**src/rtl/mclp_pkg.sv**
```systemverilog
// Shared types and constants for the photon dispatch block.
// The dispatch FSM state encoding, the unit photon weight and the
// LFSR feedback polynomial live here so the top level, the LFSR
// sub-module and any future core-side logic agree on them.
package mclp_pkg;

    typedef enum logic [1:0] {
        ST_IDLE   = 2'd0,
        ST_LAUNCH = 2'd1,
        ST_DRAIN  = 2'd2,
        ST_DONE   = 2'd3
    } dispatch_state_t;

    // Q1.31 representation of 1.0: every photon starts at full weight.
    localparam logic [31:0] WEIGHT_ONE = 32'h8000_0000;

    // Feedback taps of the 32-bit Galois LFSR used for per-photon seeds.
    localparam logic [31:0] LFSR_POLY = 32'h8020_0003;

    // One right-shifting Galois step: when the bit falling off the
    // bottom is set, the polynomial taps are folded back in.
    function automatic logic [31:0] lfsr_advance(input logic [31:0] cur);
        lfsr_advance = {1'b0, cur[31:1]} ^ (cur[0] ? LFSR_POLY : 32'h0);
    endfunction

endpackage

```
**src/rtl/mclp_lfsr32.sv**
```systemverilog
// 32-bit Galois LFSR that supplies per-photon RNG seeds.
// Only instantiated by photon_dispatch when PHOTON_DISPATCH_SEED_EN
// is defined. The value advances exactly once per accepted launch,
// so each photon sees a distinct seed; only reset reloads it.
module mclp_lfsr32
    import mclp_pkg::*;
#(
    parameter logic [31:0] SEED = 32'hACE1_0001
) (
    input  logic        sys_clock,
    input  logic        reset_rtl,
    input  logic        step,
    output logic [31:0] value
);

    // Reload the seed on reset, otherwise advance one step per launch.
    always_ff @(posedge sys_clock) begin
        if (reset_rtl) begin
            value <= SEED;
        end else if (step) begin
            value <= lfsr_advance(value);
        end
    end

endmodule

```
**src/rtl/photon_dispatch.sv**
```systemverilog
// Photon dispatch: hands out launch tokens for a Monte Carlo run.
// A run is requested with a start pulse carrying the photon count.
// Tokens (id, weight and optionally a seed) are offered to the
// propagation core with a valid/ready handshake, while the number of
// photons launched but not yet retired is capped at MAX_INFLIGHT.
// Once every photon is launched the block waits for all of them to
// retire, then reports done until the next run is accepted.
// Optional feature: define PHOTON_DISPATCH_SEED_EN to add the
// launch_seed output driven by a 32-bit Galois LFSR.
module photon_dispatch
    import mclp_pkg::*;
#(
    parameter int unsigned MAX_INFLIGHT = 16,
    parameter logic [31:0] WEIGHT_INIT  = WEIGHT_ONE,
    parameter logic [31:0] SEED_INIT    = 32'hACE1_0001
) (
    input  logic                          sys_clock,
    input  logic                          reset_rtl,
    input  logic                          start,
    input  logic [31:0]                   num_photons,
    output logic                          launch_valid,
    input  logic                          launch_ready,
    output logic [31:0]                   launch_id,
    output logic [31:0]                   launch_weight,
`ifdef PHOTON_DISPATCH_SEED_EN
    output logic [31:0]                   launch_seed,
`endif
    input  logic                          retire,
    output logic [$clog2(MAX_INFLIGHT):0] inflight,
    output logic                          busy,
    output logic                          done,
    output logic                          err_underflow
);

    localparam int unsigned IW = $clog2(MAX_INFLIGHT) + 1;
    localparam logic [IW-1:0] INFLIGHT_CAP = IW'(MAX_INFLIGHT);

    dispatch_state_t state;
    logic [31:0]     total;
    logic [31:0]     issued;
    logic [IW-1:0]   inflight_q;
    logic            err_q;

    logic start_ok;
    logic transfer;
    logic retire_ok;
    logic retire_bad;
    logic last_xfer;

    // A new run may only begin while nothing is in flight from the
    // dispatcher's point of view (idle or finished).
    assign start_ok = start && ((state == ST_IDLE) || (state == ST_DONE));

    // Offer a token only while launching and below the in-flight cap.
    // Because inflight only grows on a transfer, a raised valid cannot
    // drop before the core takes the token.
    assign launch_valid = (state == ST_LAUNCH) && (inflight_q < INFLIGHT_CAP);
    assign transfer     = launch_valid && launch_ready;

    // A retire is only meaningful when something is outstanding; any
    // other retire is a core-side protocol error.
    assign retire_ok  = retire && (inflight_q != '0);
    assign retire_bad = retire && (inflight_q == '0);

    assign last_xfer = transfer && (issued == (total - 32'd1));

    assign launch_id     = issued;
    assign launch_weight = WEIGHT_INIT;
    assign inflight      = inflight_q;
    assign busy          = (state == ST_LAUNCH) || (state == ST_DRAIN);
    assign done          = (state == ST_DONE);
    assign err_underflow = err_q;

    // Track outstanding photons and the sticky underflow flag. A launch
    // and a retire in the same cycle cancel out; a stray retire leaves
    // the count at zero. Starting a new run clears the error.
    always_ff @(posedge sys_clock) begin
        if (reset_rtl) begin
            inflight_q <= '0;
            err_q      <= 1'b0;
        end else begin
            if (transfer && !retire_ok) begin
                inflight_q <= inflight_q + IW'(1);
            end else if (!transfer && retire_ok) begin
                inflight_q <= inflight_q - IW'(1);
            end

            if (start_ok) begin
                err_q <= 1'b0;
            end else if (retire_bad) begin
                err_q <= 1'b1;
            end
        end
    end

    // Run sequencing: latch the run size, issue ids until the last one
    // is accepted, wait for the core to drain, then hold done.
    always_ff @(posedge sys_clock) begin
        if (reset_rtl) begin
            state  <= ST_IDLE;
            total  <= '0;
            issued <= '0;
        end else begin
            case (state)
                ST_IDLE, ST_DONE: begin
                    if (start_ok) begin
                        total  <= num_photons;
                        issued <= '0;
                        state  <= (num_photons == 32'd0) ? ST_DONE : ST_LAUNCH;
                    end
                end
                ST_LAUNCH: begin
                    if (transfer) begin
                        issued <= issued + 32'd1;
                        if (last_xfer) begin
                            state <= ST_DRAIN;
                        end
                    end
                end
                ST_DRAIN: begin
                    if (inflight_q == '0) begin
                        state <= ST_DONE;
                    end
                end
                default: begin
                    state <= ST_IDLE;
                end
            endcase
        end
    end

`ifdef PHOTON_DISPATCH_SEED_EN
    mclp_lfsr32 #(
        .SEED(SEED_INIT)
    ) u_lfsr (
        .sys_clock (sys_clock),
        .reset_rtl (reset_rtl),
        .step      (transfer),
        .value     (launch_seed)
    );
`else
    logic seed_unused;
    assign seed_unused = ^SEED_INIT;
`endif

endmodule

```
**config.mk**
```make
export PLATFORM = sky130hd
export DESIGN_NAME = photon_dispatch
export DESIGN_NICKNAME = d
export VERILOG_FILES = /design/src/rtl/mclp_pkg.sv /design/src/rtl/mclp_lfsr32.sv /design/src/rtl/photon_dispatch.sv
export SDC_FILE = /design/constraint.sdc
export NUM_CORES = 1
export LEC_CHECK = 0
export ABC_AREA = 1
export CORE_MARGIN = 8
export CORE_UTILIZATION = 47
export CTS_CLUSTER_DIAMETER = 40
export CTS_CLUSTER_SIZE = 24
export DETAILED_ROUTE_END_ITERATION = 8
export MAX_ROUTING_LAYER = met4
export PLACE_DENSITY_LB_ADDON = 0.12
export SYNTH_ARGS = -nofsm -noshare
export SYNTH_HDL_FRONTEND = slang
export SYNTH_SLANG_ARGS = --single-unit
export TNS_END_PERCENT = 20
```
**constraint.sdc**
```tcl
create_clock -name sys_clock -period 2.6 [get_ports sys_clock]
set_clock_uncertainty 0.15 [all_clocks]
set_input_delay 0.52 -clock sys_clock [delete_from_list [all_inputs] [get_ports sys_clock]]
set_output_delay 0.52 -clock sys_clock [all_outputs]
set_load 0.01 [all_outputs]
```
==> metrics, run 1 <==
status finished clean; slew at the pin with the worst max-slew slack roughly 0.58 ns; drt via density roughly 5.1; Worst-Skew Late Latency approximately 0.36 ns; Die Y about 120 µm; wire length on met2 around 7.5 mm; largest net degree at the start of global routing 39; H-tree depth 3; peak fanout along the critical path 5; Final Critical Period ~2.5 ns; Max IR drop VDD between 0.5 and 0.6 mV; layout cells sized above 1 between 10% and 20%; CTS Hold Bufs 0; clock sink count 72; die width around 120 µm; Max Fclk around 0.40 GHz; met3 WL 898 µm; max-cap violation count 0; Initial Utilization between 40 and 50%; Hold Path Depth 2; DR iter-0 viols 327; post-synthesis sequential area ratio 28.45%; Synth Register Bits about 70; Final Max Tran Viols 0; first-pass GRT wire length 25.33 mm; flop2flop setup slack ~0.13 ns; EDFF count, synth 0; most common cell in the netlist nand2_1; # setup viols final 0; # diodes 0; startpoint type of the worst setup path register; Total Nets Final ~970; placed cells 1,039; Rel. slew slack slightly above 60%; Global Route Usage Sum between 20 and 25%; worst path required time 2.69 ns; # DRC 0; Final Hold Viols 0; num rows 38; CP arrival between 2 and 3 ns; vias in the first global route approximately 5,000; die area 14,360 µm²; HPWL after DPL roughly 13 mm; Worst Hold Class register to register; Lkg Pwr 2.829 nW; gpl congestion a little over 0.9; Num CTS Buffers 9; Area growth syn-to-layout 29.96%; total wire length around 16 mm; top cells by count, synth nand2_1, nor2_1, inv_1; final setup margin between 0.1 and 0.15 ns; Setup WS pre-CTS -0.1975 ns; clock root cell clkbuf_8; Metal-1 WL 7.295 mm; hold path start err_underflow; syn_area_per_cell approximately 6.4 µm²; Area contributors post-synth dfxtp_1, nand2_1, nor2_1, inv_1, xor2_1; RSZ-0062 raised after global routing yes; Avg WL per Cell 15.01 µm; Critical Path End Type register; Yosys top cell area share 28.45%; Syn Inst Count approximately 790; Netlist Area Pre-Place roughly 5100 µm²; Top-Level Pins between 100 and 150; reg-to-reg endpoint inflight[4]; PortBufs 77; DRT antenna net count 0; R2R depth 16; TritonRoute pass-1 iters 5; hold slack about 0.33 ns; fraction of registers with async set/reset 0%; Unique masters post-synth 37; Synth area leader dfxtp_1; critical register-to-register path startpoint state[0]; Util after Layout between 60% and 70%; number of synthesis warnings 0; Synth Flop Type dfxtp_1; Core Area between 10,000 and 15,000 µm²; Pwr Density 846.6 nW/µm²; initial antenna violation count 0; clk buf depth 2; Reg clk slew, reported paths around 0.07 ns; Layout Cells excl Fill 1,066; CTS tree yes; via count 5,467; Endpoint, Worst Hold err_underflow; fin crit share 95.12%; total grt overflow 0; type of the worst setup path register to register; uppermost layer routed met4; final setup TNS 0 ns
==> worst max path at each step <==
stage / start / to / depth (start not counted)
after CTS: state[1] / inflight[4] / 16
after detailed placement: launch_ready / inflight[4] / 13
final: state[0] / inflight[4] / 16
after floorplan: state[0] / inflight[4] / 15
after global routing: state[0] / inflight[4] / 16
after global placement: launch_ready / inflight[4] / 13
==> timing repair <==
item / in CTS / in global routing
resized for setup: 1 / 31
pin swaps: 0 / 19
setup buffers: 0 / 11
setup endpoints to repair: 2 / 13
==> registers in the layout (all words and copies together), names as in the netlist <==
signal / cells
launch_id: 32
state: 2
inflight: 5
total: 32
err_underflow: 1
==> cells in the final DEF, fill, tap and decap left out, drive strengths merged, types with 2 or more instances in the layout <==
cell type,n
dfxtp,72
xnor2,20
xor2,32
inv,88
nand3,32
nand3b,4
o21ai,49
nand4,20
clkdlybuf4s50,77
o21bai,5
a21oi,42
clkbuf,13
ha,10
buf,60
clkinv,4
nand2,161
nor3,17
nor4,18
nor3b,2
nor2,156
a211oi,3
conb,32
==> cells by family (layout without fill, tap and decap cells) <==
group / after synthesis / in the layout / share of synthesized area, %
and+or+nand+nor: 412 / 412 / 36.03
buffers and inverters: 138 / 243 / 12.60
AOI/OAI and AO/OA: 104 / 104 / 10.92
DFF: 72 / 72 / 28.45
xor gates and xnor gates: 52 / 52 / 8.990
adders and majority gates: 11 / 11 / 2.865
other: 2 / 32 / 0.1482
==> final cells by class <==
cell class / instances / area [µm²]
sequential: 72 / 1446
clock buffer: 13 / 158.9
inverter: 90 / 340.3
fill: 1055 / 4114
tap: 140 / 175.2
multi-input combinational: 611 / 3198
timing repair buffer: 137 / 1225
clock inverter: 3 / 40.04
==> routing by layer <==
| metal | global-route usage [%] | vias to the layer above |
|---|---|---|
| met2 | 35.87 | 175 |
| li1 | - | 2752 |
| met4 | 7.728 | 0 |
| met5 | - | - |
| met1 | 28.74 | 2518 |
| met3 | 3.241 | 22 |
==> report_power, final <==
part | total [W] | internal [W] | switching [W]
Clock | 0.000916 | 0.000494 | 0.000422
Sequential | 0.00159 | 0.00132 | 0.000274
Combinational | 0.00307 | 0.00129 | 0.00178
Total | 0.00557 | 0.00310 | 0.00247
==> worst max-delay path, stage by stage, from the launching register on <==
cell,delay (ns)
dfxtp_4,0.38
buf_6,0.10
ha_4,0.14
inv_4,0.05
nor2_4,0.11
nand2_2,0.06
inv_2,0.06
ha_4,0.12
inv_2,0.05
fa_2,0.37
a21o_1,0.20
a21oi_2,0.15
nor2_1,0.06
nor2_1,0.10
nand2_1,0.07
o21ai_1,0.13
a21oi_1,0.05
==> metrics by stage <==
step                power (W)  cell area, µm²
floorplan            0.003446            5179
finish               0.005574            6584
CTS                  0.005314            6392
global route         0.006058            6584
global placement     0.004321            6192
detailed placement   0.004382            6192
Power figures use the tool's default switching activity.
==> run 2, diff against run 1 <==
SYNTH_HIERARCHICAL = 1   (was not set)
==> results of run 2 <==
No change in the layout: final DEF, timing and power equal those of run 1.
Among the figures that moved: Yosys warning count 0 -> 6
